**src/rtl/time_set_ctrl.sv**
```systemverilog
// time_set_ctrl: debounced panel-key front end that edits clock time or remind hour and commits it as a one-cycle load.
// Ports: clk_100Hz/reset (async, active-high) tick and reset; power_on low forces IDLE;
//        key_set/key_remind/key_up/key_down/key_cancel raw panel keys; cur_hour/cur_minute live time from timekeeper;
//        set_all_times 00 run / 01 load clock / 10 load remind; btn_time_set/btn_min_set load values;
//        editing/edit_field/blink display status.
// Option: define TIME_SET_AUTOREPEAT_EN for up/down auto-repeat while held.
module time_set_ctrl #(
    parameter int unsigned DEBOUNCE_TICKS = 2,
    parameter int unsigned TIMEOUT_TICKS  = 1000,
    parameter int unsigned BLINK_HALF     = 50,
    parameter int unsigned REMIND_DEFAULT = 10
) (
    input  logic       clk_100Hz,
    input  logic       reset,
    input  logic       power_on,
    input  logic       key_set,
    input  logic       key_remind,
    input  logic       key_up,
    input  logic       key_down,
    input  logic       key_cancel,
    input  logic [5:0] cur_hour,
    input  logic [5:0] cur_minute,
    output logic [1:0] set_all_times,
    output logic [5:0] btn_time_set,
    output logic [5:0] btn_min_set,
    output logic       editing,
    output logic [1:0] edit_field,
    output logic       blink
);
    typedef enum logic [2:0] {IDLE, EDIT_HOUR, EDIT_MIN, EDIT_REMIND, COMMIT_CLOCK, COMMIT_REMIND} state_t;
    localparam logic [7:0]  DB_LAST    = 8'(DEBOUNCE_TICKS - 1);
    localparam logic [15:0] TMO_LAST   = 16'(TIMEOUT_TICKS - 1);
    localparam logic [7:0]  BLINK_LAST = 8'(BLINK_HALF - 1);
    localparam logic [5:0]  REMIND_RST = 6'(REMIND_DEFAULT);
    // key order: {cancel, set, remind, up, down}
    logic [4:0]  raw, deb_q, press_q;
    logic [7:0]  db_cnt_q [5];
    logic [1:0]  rep;
    state_t      state_q;
    logic [5:0]  edit_h_q, edit_m_q, remind_q, edit_h_d, edit_m_d, hmin;
    logic [15:0] tmo_q;
    logic [7:0]  blink_cnt_q;
    logic        ev_cancel, ev_set, ev_remind, ev_up, ev_dn, up_p, dn_p, hi, any_key, tmo_done;
    assign raw = {key_cancel, key_set, key_remind, key_up, key_down};
    // A level is accepted only after DEBOUNCE_TICKS consecutive differing samples; press fires on accepted rise.
    always_ff @(posedge clk_100Hz or posedge reset) begin
        if (reset) begin
            deb_q   <= '0;
            press_q <= '0;
            for (int i = 0; i < 5; i++) db_cnt_q[i] <= '0;
        end else begin
            for (int i = 0; i < 5; i++) begin
                press_q[i] <= 1'b0;
                if (raw[i] == deb_q[i]) db_cnt_q[i] <= '0;
                else if (db_cnt_q[i] == DB_LAST) begin
                    deb_q[i]    <= raw[i];
                    press_q[i]  <= raw[i];
                    db_cnt_q[i] <= '0;
                end else db_cnt_q[i] <= db_cnt_q[i] + 8'd1;
            end
        end
    end
`ifdef TIME_SET_AUTOREPEAT_EN
    // First repeat after 50 held ticks, then every 10 (counter reloads to 40).
    logic [5:0] rep_cnt_q [2];
    logic [1:0] rep_q;
    always_ff @(posedge clk_100Hz or posedge reset) begin
        if (reset) begin
            rep_q <= '0;
            for (int i = 0; i < 2; i++) rep_cnt_q[i] <= '0;
        end else begin
            for (int i = 0; i < 2; i++) begin
                rep_q[i] <= 1'b0;
                if (!deb_q[i] || !editing) rep_cnt_q[i] <= '0;
                else if (rep_cnt_q[i] == 6'd49) begin
                    rep_q[i]     <= 1'b1;
                    rep_cnt_q[i] <= 6'd40;
                end else rep_cnt_q[i] <= rep_cnt_q[i] + 6'd1;
            end
        end
    end
    assign rep = rep_q;
`else
    assign rep = 2'b00;
`endif
    always_comb begin
        up_p      = press_q[1] | rep[1];
        dn_p      = press_q[0] | rep[0];
        hi        = |press_q[4:2];
        ev_cancel = press_q[4];
        ev_set    = press_q[3] & ~press_q[4];
        ev_remind = press_q[2] & ~|press_q[4:3];
        ev_up     = up_p & ~dn_p & ~hi;
        ev_dn     = dn_p & ~up_p & ~hi;
        any_key   = |press_q | |rep;
        tmo_done  = (tmo_q == TMO_LAST) & ~any_key;
        hmin      = (state_q == EDIT_REMIND) ? 6'd1 : 6'd0;
        edit_h_d  = ev_up ? ((edit_h_q >= 6'd23) ? hmin : edit_h_q + 6'd1)
                  : ev_dn ? ((edit_h_q <= hmin) ? 6'd23 : edit_h_q - 6'd1) : edit_h_q;
        edit_m_d  = ev_up ? ((edit_m_q >= 6'd59) ? 6'd0 : edit_m_q + 6'd1)
                  : ev_dn ? ((edit_m_q == 6'd0) ? 6'd59 : edit_m_q - 6'd1) : edit_m_q;
    end
    // Later assignments inside the case override the free-running timeout/blink defaults on field entry.
    always_ff @(posedge clk_100Hz or posedge reset) begin
        if (reset) begin
            state_q       <= IDLE;
            edit_h_q      <= '0;
            edit_m_q      <= '0;
            remind_q      <= REMIND_RST;
            tmo_q         <= '0;
            blink_cnt_q   <= '0;
            set_all_times <= 2'b00;
            btn_time_set  <= '0;
            btn_min_set   <= '0;
            editing       <= 1'b0;
            edit_field    <= 2'b00;
            blink         <= 1'b0;
        end else begin
            set_all_times <= 2'b00;
            tmo_q         <= any_key ? 16'd0 : tmo_q + 16'd1;
            blink_cnt_q   <= (blink_cnt_q == BLINK_LAST) ? 8'd0 : blink_cnt_q + 8'd1;
            blink         <= editing & ((blink_cnt_q == BLINK_LAST) ? ~blink : blink);
            if (!power_on) begin
                state_q    <= IDLE;
                editing    <= 1'b0;
                edit_field <= 2'b00;
                blink      <= 1'b0;
            end else begin
                case (state_q)
                    IDLE: begin
                        if (ev_set || ev_remind) begin
                            state_q     <= ev_set ? EDIT_HOUR : EDIT_REMIND;
                            edit_field  <= ev_set ? 2'b01 : 2'b11;
                            edit_h_q    <= ev_set ? ((cur_hour > 6'd23) ? 6'd0 : cur_hour) : remind_q;
                            edit_m_q    <= ev_set ? ((cur_minute > 6'd59) ? 6'd0 : cur_minute) : edit_m_q;
                            editing     <= 1'b1;
                            blink       <= 1'b1;
                            blink_cnt_q <= '0;
                            tmo_q       <= '0;
                        end
                    end
                    EDIT_HOUR, EDIT_MIN, EDIT_REMIND: begin
                        if (ev_cancel || tmo_done) begin
                            state_q    <= IDLE;
                            editing    <= 1'b0;
                            edit_field <= 2'b00;
                            blink      <= 1'b0;
                        end else if (ev_set && state_q == EDIT_HOUR) begin
                            state_q     <= EDIT_MIN;
                            edit_field  <= 2'b10;
                            blink       <= 1'b1;
                            blink_cnt_q <= '0;
                        end else if (ev_set) begin
                            state_q       <= (state_q == EDIT_MIN) ? COMMIT_CLOCK : COMMIT_REMIND;
                            set_all_times <= (state_q == EDIT_MIN) ? 2'b01 : 2'b10;
                            btn_time_set  <= edit_h_q;
                            btn_min_set   <= (state_q == EDIT_MIN) ? edit_m_q : btn_min_set;
                            remind_q      <= (state_q == EDIT_REMIND) ? edit_h_q : remind_q;
                            editing       <= 1'b0;
                            edit_field    <= 2'b00;
                            blink         <= 1'b0;
                        end else if (state_q == EDIT_MIN) edit_m_q <= edit_m_d;
                        else edit_h_q <= edit_h_d;
                    end
                    default: state_q <= IDLE;
                endcase
            end
        end
    end
endmodule
```
**config.mk**
```make
export PLATFORM = sky130hd
export DESIGN_NAME = time_set_ctrl
export DESIGN_NICKNAME = d
export VERILOG_FILES = /design/src/rtl/time_set_ctrl.sv
export SDC_FILE = /design/constraint.sdc
export NUM_CORES = 1
export LEC_CHECK = 0
export ABC_AREA = 1
export CORE_UTILIZATION = 40
export CTS_BUF_LIST = sky130_fd_sc_hd__clkbuf_16
export DETAILED_ROUTE_END_ITERATION = 10
export SYNTH_ARGS = -nofsm -noshare
export SYNTH_HDL_FRONTEND = slang
export SYNTH_SLANG_ARGS = --single-unit
```
**constraint.sdc**
```tcl
create_clock -name clk_100Hz -period 7.1 [get_ports clk_100Hz]
set_input_delay 1.065 -clock clk_100Hz [delete_from_list [all_inputs] [get_ports clk_100Hz]]
set_output_delay 1.065 -clock clk_100Hz [all_outputs]
set_load 0.01 [all_outputs]
```
-- Yosys cells after proc, flatten, opt, wreduce, memory -nomap -nowiden
Index checks and enable logic that the tools add are counted.
- word-level logic and storage cells: 201
- input port bits: 20
- latch bits: 0
- memory bits (writable): 0
- memories: 0
- register bits: 113
- memory bits (read-only): 0
- output and inout bits: 18
- div/mod/pow operators: 0
- reductions and logical operators: 24
- shift-type cells: 0
- muxes and demuxes: 89
- bitwise gates (word level): 21
- $add $sub $neg: 11
- equal/unequal tests: 28
- multiply operators: 0
- $lt $le $gt $ge: 5
- operators by type and width (operator ; count):
    $mux W6 ; 22
    $mux W8 ; 15
    $mux W16 ; 4
    $add A8 B1 Y8 const B ; 6
    $eq A8 B1 Y1 const B ; 5
    $mux W2 ; 13
    $pmux W6 S2 ; 2
    $mux W1 ; 23
    $add A16 B1 Y16 const B ; 1
    $eq A16 B10 Y1 const B ; 1
    $pmux W8 S2 ; 1
    $mux W3 ; 5
    $ne A2 B2 Y1 const B ; 7
    $not A1 Y1 ; 13
    $add A6 B1 Y6 const B ; 2
    $reduce_and A2 Y1 ; 6
    $reduce_and A6 Y1 ; 2
    $sub A6 B1 Y6 const B ; 2
    $reduce_and A9 Y1 ; 1
    $and A1 B1 Y1 ; 8
    $eq A8 B6 Y1 const B ; 1
    $ne A4 B4 Y1 const B ; 2
    $reduce_and A8 Y1 ; 1
    $eq A3 B2 Y1 const B ; 2
    other kinds (25) ; 33

-- Logic depth before layout (Yosys ltp)
Gate-level depths: netlist (run 1).
- depth after elaboration: 11
- depth in mapped cells: 15
- mapped depth without buffers: 15

-- Least setup slack after synthesis (run 1)
Ideal clock, no wire load.
- path type: input port to flip-flop
- start: input port power_on
- end: register blink_cnt_q[5]
- cell stages on the path: 8
- buffers on the path: 1
- path slack: 5081 ps
- data arrival time: 1898 ps
- data required time: 6979 ps
- library setup time: 121 ps
- path through: buf_2 -> inv_1 -> nor2_1 -> nand2_1 -> nor2_1 -> inv_1 -> nand2_1 -> nor3_1
- cells in the longest elaborated chain, start to end: 1
- RTL lines (element ; RTL line ; text):
    from (decl) ; 15 ; input logic power_on,
    $mux W8 ; 123 ; if (!power_on) begin
    to (signal assigned) ; 121 ; blink_cnt_q <= (blink_cnt_q == BLINK_LAST) ? 8'd0 : blink_cnt_q + 8'd1;
    to (decl) ; 42 ; logic [7:0] blink_cnt_q;
Every way passes these cells.
A chain may end at the register's enable or synchronous reset.

-- Final worst setup path (run 1)
- start: register editing
- end: output port editing
- RTL lines (element ; RTL line ; text):
    from (decl) ; 26 ; output logic editing,
    from (signal assigned) ; 115 ; editing <= 1'b0;
    from (signal assigned) ; 125 ; editing <= 1'b0;
    from (signal assigned) ; 136 ; editing <= 1'b1;
No word-level cell between the ends.

==> impl_metrics.json, run 1 <==
{
  "cts_made_buffers": 17,
  "p_leak_nw": 3.43,
  "drc_errors": 3,
  "crit_arrival_ps": 1350,
  "n_fill_cell": 1402,
  "cp-start-kind": "register",
  "die_x_um": 125,
  "cts.reportedPaths.clkPinSlew_ps": 50,
  "vdd_drop_max_v": 0.000214,
  "root_buffer": "clkbuf_16",
  "finalSetupViolCount": 0,
  "synth.distinct_cells": 34,
  "slew_headroom_pct": 36.7,
  "clock_path_buffers": 2,
  "syn_area_per_cell_um2": 7.81,
  "num_antenna_cells": 0,
  "syn_to_final_growth_pct": 18.1,
  "die_h_um": 125,
  "crit_buf_inv": 1,
  "hold_depth": 1,
  "worst_pin_slew_ps": 949,
  "grt-ovfl-total": 0,
  "dp.cells": 993,
  "yosysWarnings": 0,
  "wl_per_cell_um": 12.7,
  "floorplan.initialDensity_pct": 41.4,
  "clock-sinks": 113,
  "power_w": 0.00260,
  "gp_congestion": 0.860,
  "clock_latency_ps": 420,
  "io_buffers": 37,
  "finalCoreUtilization_pct": 48.9,
  "critical_path_class": "register to output port",
  "multi_input_area_mm2": 0.00283,
  "postRouteAntennaNets": 0,
  "pre_cts_ws_ps": 4180,
  "hold_viol": 0,
  "synth_area_leader_cell": "dfrtp_1",
  "r2r_start": "state_q[2]",
  "grt_pass1_wl_um": 22700,
  "synth_top_cell_area_share_pct": 45.6,
  "synth_ff_type": "dfrtp_1",
  "ys_seq_area_share_pct": 46.5,
  "slowest_delay_ps": 550,
  "critPathRequiredTime_ps": 6030,
  "synth_area_mm2": 0.00609,
  "grt_pass1_vias": 5021,
  "htreeDepth": 4,
  "min_period_ps": 2420,
  "setup_ws_ps": 4680,
  "ys_ff_latch": 113,
  "synth.net_count": 819,
  "critical-path-top-delay-family": "buffers and inverters",
  "fmax_mhz": 413,
  "die_area_mm2": 0.0157,
  "dr.first_iter.drc_count": 386,
  "synth_commonest_cells": "196 x nand2_1, 111 x dfrtp_1, 102 x nor2_1, 96 x inv_1, 52 x nand3_1",
  "slew_violations": 0,
  "hp-start": "tmo_q[0]",
  "hold_end": "tmo_q[0]",
  "outcome": "finished, violations left",
  "rrSetupSlack_ps": 5190,
  "rsz0062_at_grt": "no",
  "holdCritPathClass": "register to register",
  "cp_max_fo": 3,
  "stdcell_count": 1025,
  "slowest_stage": "clkdlybuf4s50_1",
  "first_pass_iters": 9,
  "met2_usage_pct": 29.2,
  "reg2reg_to": "edit_m_q[1]",
  "vias": 5097,
  "violations": "design-rule violations",
  "gr-usage-met3_pct": 5.43,
  "async_flop_share_pct": 100,
  "synth_edf_count": 0,
  "dpl.hpwl_um": 9280,
  "nNetsFinal": 867,
  "drive_above_1_share_pct": 7.25,
  "drv_cap": 0,
  "ff2ff_path_depth": 10,
  "layout_worst_path_cycle_share_pct": 34.1,
  "grt_busiest_layer": "met2",
  "routed_wl_um": 13000,
  "cts_setup_buffers": 0,
  "final-seq-area_mm2": 0.00283,
  "grtUsageTotal_pct": 18.1,
  "rows": 44,
  "fin_worst_skew_ps": 8.82,
  "core_area_mm2": 0.0147,
  "io_pins": 38,
  "worstPathCellList": "clkdlybuf4s50_1",
  "viasPerCell": 4.97,
  "cts_tree": "done",
  "p_per_area_mw_per_mm2": 361,
  "ctsResizeCount": 0,
  "met1_usage_pct": 22.9,
  "fin_setup_tns_ps": 0,
  "cp-end-kind": "output port",
  "yosys.cell_count.top_type": "nand2_1",
  "hold_buffers": 0,
  "antenna_found_initial": 0,
  "synthTopCellsByArea": "dfrtp_1 46%, nand2_1 12%, nor2_1 6.3%",
  "grt_max_degree": 75,
  "syn_inst": 780
}
final cells by class:
cell class	count	share of cell area [%]
sequential	113	39.3
multi-input combinational	556	39.3
clock buffer	17	5.91
inverter	102	5.36
timing repair buffer	38	5.25
tap	184	3.20
clock inverter	15	1.62
registers in the layout, indices dropped and copies added, names as in the netlist, 3 cells and up:
signal	flops
db_cnt_q	40
press_q	5
btn_time_set	6
edit_m_q	6
remind_q	6
state_q	3
btn_min_set	6
deb_q	5
tmo_q	16
blink_cnt_q	8
edit_h_q	6
worst max-delay path by stage:
stage               startpoint             end  slack [ps]  cells past startpoint
floorplan                reset           blink        3050                      1
CTS                      reset        tmo_q[9]        4630                      3
detailed placement       reset  blink_cnt_q[4]        4180                      3
finish                 editing         editing        4680                      1
global placement         reset  blink_cnt_q[2]        4230                      3
global route             reset        tmo_q[9]        4410                      3
per-layer routing:
metal,routed length [um],vias up
met1,6270,2402
met4,172,0
li1,-,2604
met3,530,15
met5,0,-
met2,6080,76
per-stage QoR:
stage | hold WS, ps | instance area (um2)
4_1_cts | 463 | 7190
5_1_grt | 471 | 7190
6_report | 458 | 7190
2_1_floorplan | 433 | 6090
3_5_place_dp | 457 | 6650
3_3_place_gp | 450 | 6650
layout by cell type, fill, tap and decap left out, types with 2 or more instances in the layout:
cell type | synthesis | routed
nand2_1 | 196 | 196
dfrtp_1 | 111 | 111
nor2_1 | 102 | 102
inv_1 | 96 | 101
nand3_1 | 52 | 52
o21ai_0 | 47 | 47
clkdlybuf4s50_1 | 0 | 37
nor3_1 | 27 | 27
xor2_1 | 20 | 20
a21oi_1 | 19 | 19
ha_1 | 19 | 19
clkbuf_16 | 0 | 17
nand4_1 | 15 | 15
nor2_4 | 6 | 6
inv_2 | 6 | 6
a31oi_1 | 6 | 6
nor4_1 | 6 | 6
xnor2_1 | 6 | 6
or2_2 | 6 | 6
clkinv_2 | 0 | 6
nand3b_1 | 5 | 5
nand2_2 | 4 | 4
o211ai_1 | 4 | 4
nand3_2 | 3 | 3
nor2_2 | 3 | 3
nand2_4 | 2 | 2
bufinv_16 | 0 | 2
dfstp_2 | 2 | 2
power by group:
group          internal (W)  switching, W
sequential         0.000785      0.000154
clock              0.000501      0.000285
combinational      0.000324      0.000547
total               0.00161      0.000986
kinds of logic after synthesis:
logic type | after synthesis | share of synthesized area, %
simple gates | 431 | 31.7
flops | 113 | 46.5
buf+inv | 111 | 7.07
compound gates | 80 | 7.07
xor+xnor | 26 | 3.74
fa+ha+maj | 19 | 3.90
Note: power is estimated with default switching activity, not from simulation.
==> run 2, diff against run 1 <==
- clock period: 7.1 -> 2.05 ns (I/O delays scaled with it)
==> run 2 against run 1 <==
Critical path type is now register to register. The flow still finishes with violations (design-rule violations). Setup slack got worse by 4400 ps. Combinational power increased to 3.5 times the previous value. Worst hold slack got worse by 270 ps. Sequential share of layout area decreased by 0.39 points. Register-to-register slack got worse by 5000 ps.
==> impl_metrics.json, run 2 (synthesized netlist as in run 1, its figures left out) <==
{
  "outcome": "finished, violations left",
  "violations": "design-rule violations",
  "grtUsageTotal_pct": 17.7,
  "holdCritPathClass": "primary input to async pin",
  "dpl.hpwl_um": 9180,
  "crit_arrival_ps": 2170,
  "vias": 5126,
  "whs_ps": 184,
  "grt-ovfl-total": 0,
  "htreeDepth": 4,
  "first_pass_iters": 8,
  "slew_violations": 0,
  "top_register": "db_cnt_q",
  "n_fill_cell": 1437,
  "grt_pass1_wl_um": 22200,
  "swShare_pct": 37.4,
  "wl_per_cell_um": 12.2,
  "mostFrequentLayoutCells": "196 x nand2_1, 111 x dfrtp_1, 101 x nor2_1",
  "nNetsFinal": 873,
  "dr.first_iter.drc_count": 350,
  "finalCoreUtilization_pct": 49.4,
  "cp-start-kind": "register",
  "cp_max_fo": 14,
  "worst_pin_slew_ps": 425,
  "critical-path-top-delay-family": "simple AND/OR/NAND/NOR gates",
  "core_area_mm2": 0.0147,
  "internal-power_w": 0.00563,
  "hold_buffers": 0,
  "critPathRequiredTime_ps": 2400,
  "hold_viol": 0,
  "seqPwrFrac_pct": 35.9,
  "die_x_um": 125,
  "finalSetupViolCount": 0,
  "viasPerCell": 4.97,
  "clock_latency_ps": 420,
  "p_per_area_mw_per_mm2": 1240,
  "io_pins": 38,
  "slew_headroom_pct": 71.4,
  "clock-sinks": 113,
  "largest_reg_flops": 40,
  "fmax_mhz": 550,
  "pre_cts_ws_ps": 250,
  "root_buffer": "clkbuf_16",
  "die_h_um": 125,
  "slowest_delay_ps": 460,
  "final_common_cell": "nand2_1",
  "fin_setup_tns_ps": 0,
  "cts_tree": "done",
  "die_area_mm2": 0.0157,
  "io_buffers": 37,
  "clock_path_buffers": 2,
  "rsz0062_at_grt": "no",
  "power.switching_w": 0.00337,
  "combinationalPowerShare_pct": 34.2,
  "slowest_stage": "dfrtp_1",
  "p_leak_nw": 3.46,
  "cts.reportedPaths.clkPinSlew_ps": 50,
  "grt_pass1_vias": 4857,
  "vdd_drop_max_v": 0.000634,
  "grt_max_degree": 57,
  "min_period_ps": 1820,
  "postRouteAntennaNets": 0,
  "clkPwrFrac_pct": 29.9,
  "drive_above_1_share_pct": 7.91,
  "num_antenna_cells": 0,
  "gp_congestion": 0.918,
  "drv_cap": 0,
  "cp-end-kind": "register",
  "syn_to_final_growth_pct": 19.3,
  "antenna_found_initial": 0,
  "setup_ws_ps": 233,
  "fin_worst_skew_ps": 9.52,
  "routed_wl_um": 12600,
  "layout_worst_path_cycle_share_pct": 88.6,
  "cts_made_buffers": 17,
  "crit_buf_inv": 1,
  "top_regs": "db_cnt_q x40, tmo_q x16, blink_cnt_q x8",
  "drc_errors": 1,
  "rows": 44,
  "critical_path_class": "register to register",
  "floorplan.initialDensity_pct": 41.4,
  "cts_setup_buffers": 0,
  "worstPathCellList": "nor2_1 > nand2_2 > nand2_4 > buf_4 > nor2_1 > o21ai_0 > nand3_1 > nand2_1 > nand2_1"
}
-- run 2: power groups by stage --
stage / Clock, W / Combinational, W / Sequential (W)
after floorplan: 0 / 0.00229 / 0.00312
after global placement: 0 / 0.00302 / 0.00324
after detailed placement: 0 / 0.00307 / 0.00325
after CTS: 0.00276 / 0.00310 / 0.00322
after global routing: 0.00286 / 0.00355 / 0.00330
final: 0.00269 / 0.00307 / 0.00323
-- run 2: path summary, 6_finish.rpt --
| check | cells past startpoint | slack, ps | to | startpoint |
|---|---|---|---|---|
| max in group asynchronous | 3 | 1270 | remind_q[1] | reset |
| worst min-delay path | 2 | 180 | db_cnt_q[2] | reset |
| worst max register to register | 9 | 230 | edit_m_q[3] | state_q[2] |
| worst max-delay path | 9 | 230 | edit_m_q[3] | state_q[2] |
| min in group clk_100Hz | 1 | 460 | tmo_q[0] | tmo_q[0] |
| worst min register to register | 1 | 460 | tmo_q[0] | tmo_q[0] |
-- run 2: area by class of cell --
type / count / area, um2 / share of cell area (%)
Tap cell: 184 / 230 / 3.17
Inverter: 102 / 387 / 5.32
Multi-Input combinational cell: 556 / 2830 / 39.0
Clock inverter: 15 / 115 / 1.58
Sequential cell: 113 / 2830 / 39.0
Timing Repair Buffer: 44 / 448 / 6.16
Clock buffer: 17 / 425 / 5.86
-- run 2: timing repair --
action	in CTS	in global routing
gates resized for setup	0	1
endpoints found under the setup margin	0	2
endpoints found under the hold margin	0	0
-- run 2: per-stage QoR --
step                      area, um2  total power, W  std cells
after floorplan                6090         0.00541        780
after global placement         6720         0.00626        999
after detailed placement       6720         0.00632        999
after CTS                      7260         0.00908       1031
after global routing           7270         0.00971       1031
final                          7270         0.00899       1031
-- run 2: worst reg2reg max path, cell delays in order, from the launching register on --
cell and delay (ps):
dfrtp_1 460, nor2_1 100, nand2_2 120, nand2_4 90, buf_4 200, nor2_1 350
o21ai_0 200, nand3_1 120, nand2_1 60, nand2_1 60
-- run 2: metal layers --
layer | up-vias | GRT usage (%) | part of all wire [%]
met3 | 21 | 4.71 | 4.3
met5 | - | 0 | 0
met1 | 2395 | 23.1 | 49
li1 | 2617 | - | -
met4 | 0 | 8.32 | 2.0
met2 | 93 | 27.4 | 45
==> run 3, diff against run 2 <==
- MAX_ROUTING_LAYER: default -> met4
==> run 3 against run 2 <==
The flow still finishes with violations (design-rule violations). Combinational power about the same. Flip-flop and latch count unchanged. Setup slack worse by 3.3 ps. Clock skew about the same. Die area unchanged. Sequential power about the same. Worst hold slack worse by 0.93 ps. Total power about the same. Fmax down 0.18%. Critical path type unchanged. Critical endpoint is now edit_m_q[4]. Largest cell class unchanged.
==> impl_metrics.json, run 3 (synthesized netlist as in run 1, its figures left out) <==
{
  "violations": "design-rule violations",
  "drc_errors": 1,
  "critical_path_class": "register to register",
  "grt_pass1_wl_um": 22200,
  "gp_congestion": 0.934,
  "cts.reportedPaths.clkPinSlew_ps": 50,
  "power_w": 0.00899,
  "num_antenna_cells": 0,
  "die_area_mm2": 0.0157,
  "mostFrequentLayoutCells": "196 x nand2_1, 111 x dfrtp_1, 101 x nor2_1",
  "stdcell_count": 1031,
  "layout_worst_path_cycle_share_pct": 88.8,
  "outcome": "finished, violations left",
  "viasPerCell": 4.96,
  "ctsResizeCount": 0,
  "clock_latency_ps": 420,
  "finalCoreUtilization_pct": 49.4,
  "cp-end-kind": "register",
  "top_regs": "db_cnt_q x40, tmo_q x16, blink_cnt_q x8",
  "clock_path_buffers": 2,
  "cp_max_fo": 14,
  "crit_arrival_ps": 2170,
  "vdd_drop_max_v": 0.000634,
  "htreeDepth": 4,
  "slew_headroom_pct": 71.4,
  "cts_setup_buffers": 0,
  "io_buffers": 37,
  "clock-sinks": 113,
  "die_h_um": 125,
  "n_fill_cell": 1437,
  "floorplan.initialDensity_pct": 41.4,
  "worst_pin_slew_ps": 425,
  "largest_reg_flops": 40,
  "grt_pass1_vias": 4854,
  "vias": 5117,
  "slew_violations": 0,
  "root_buffer": "clkbuf_16",
  "routed_wl_um": 12600,
  "fin_setup_tns_ps": 0,
  "holdCritPathClass": "primary input to async pin",
  "top_register": "db_cnt_q",
  "die_x_um": 125,
  "first_pass_iters": 8,
  "syn_to_final_growth_pct": 19.3,
  "cts_tree": "done",
  "fmax_mhz": 549,
  "pre_cts_ws_ps": 250,
  "critPathRequiredTime_ps": 2400,
  "cts_made_buffers": 17,
  "wl_per_cell_um": 12.2,
  "p_per_area_mw_per_mm2": 1240,
  "drv_cap": 0,
  "cp-start-kind": "register",
  "setup_ws_ps": 230,
  "fin_worst_skew_ps": 9.82,
  "hold_buffers": 0,
  "rows": 44,
  "final_common_cell": "nand2_1",
  "grtUsageTotal_pct": 18.3,
  "grt-ovfl-total": 0,
  "drive_above_1_share_pct": 7.91,
  "p_leak_nw": 3.46,
  "dp.cells": 999,
  "finalSetupViolCount": 0,
  "nNetsFinal": 873,
  "postRouteAntennaNets": 0,
  "dr.first_iter.drc_count": 361,
  "antenna_found_initial": 0,
  "rsz0062_at_grt": "no",
  "hold_viol": 0,
  "min_period_ps": 1820,
  "dpl.hpwl_um": 9180,
  "core_area_mm2": 0.0147,
  "io_pins": 38,
  "grt_max_degree": 57
}
run 3: cell counts in the layout (fill, tap and decap cells not counted):
Identical to the previous run, type by type.
run 3: metrics by stage:
step	hold slack (ps)	instance area (um2)
after CTS	173	7260
final	183	7270
after floorplan	433	6090
after global routing	199	7270
after detailed placement	455	6720
after global placement	448	6720
run 3: worst paths after layout:
check	cells after the start	slack, ps	endpoint	startpoint
max in group asynchronous	3	1270	remind_q[1]	reset
min in group clk_100Hz	1	460	tmo_q[0]	tmo_q[0]
max	9	230	edit_m_q[4]	state_q[2]
min reg2reg	1	460	tmo_q[0]	tmo_q[0]
min	2	180	db_cnt_q[2]	reset
max reg2reg	9	230	edit_m_q[4]	state_q[2]
run 3: report_power, final:
part / switching, W / internal [W]
combinational: 0.00190 / 0.00117
sequential: 0.000509 / 0.00272
clock: 0.000958 / 0.00173
run 3: routing by layer:
| layer | track usage, % | routed length [um] |
|---|---|---|
| met3 | 4.62 | 541 |
| met1 | 23.2 | 6130 |
| met2 | 27.4 | 5630 |
| met5 | - | 0 |
| met4 | 8.32 | 262 |
run 3: worst max-delay path, cell delays in order (launching register included):
cell and delay [ps]:
dfrtp_1 460, nor2_1 100, nand2_2 120, nand2_4 90
buf_4 190, nor2_1 360, o21ai_0 200, nand3_1 130
nand2_1 50, nand2_1 60
run 3: cell type report:
| cell class | instances | area [um2] | area share [%] |
|---|---|---|---|
| multi-input cells | 556 | 2830 | 39.0 |
| flip-flops and latches | 113 | 2830 | 39.0 |
| inverters | 102 | 387 | 5.32 |
| clock buffers | 17 | 425 | 5.86 |
| well taps | 184 | 230 | 3.17 |
| repair buffers | 44 | 448 | 6.16 |
| clock inverters | 15 | 115 | 1.58 |
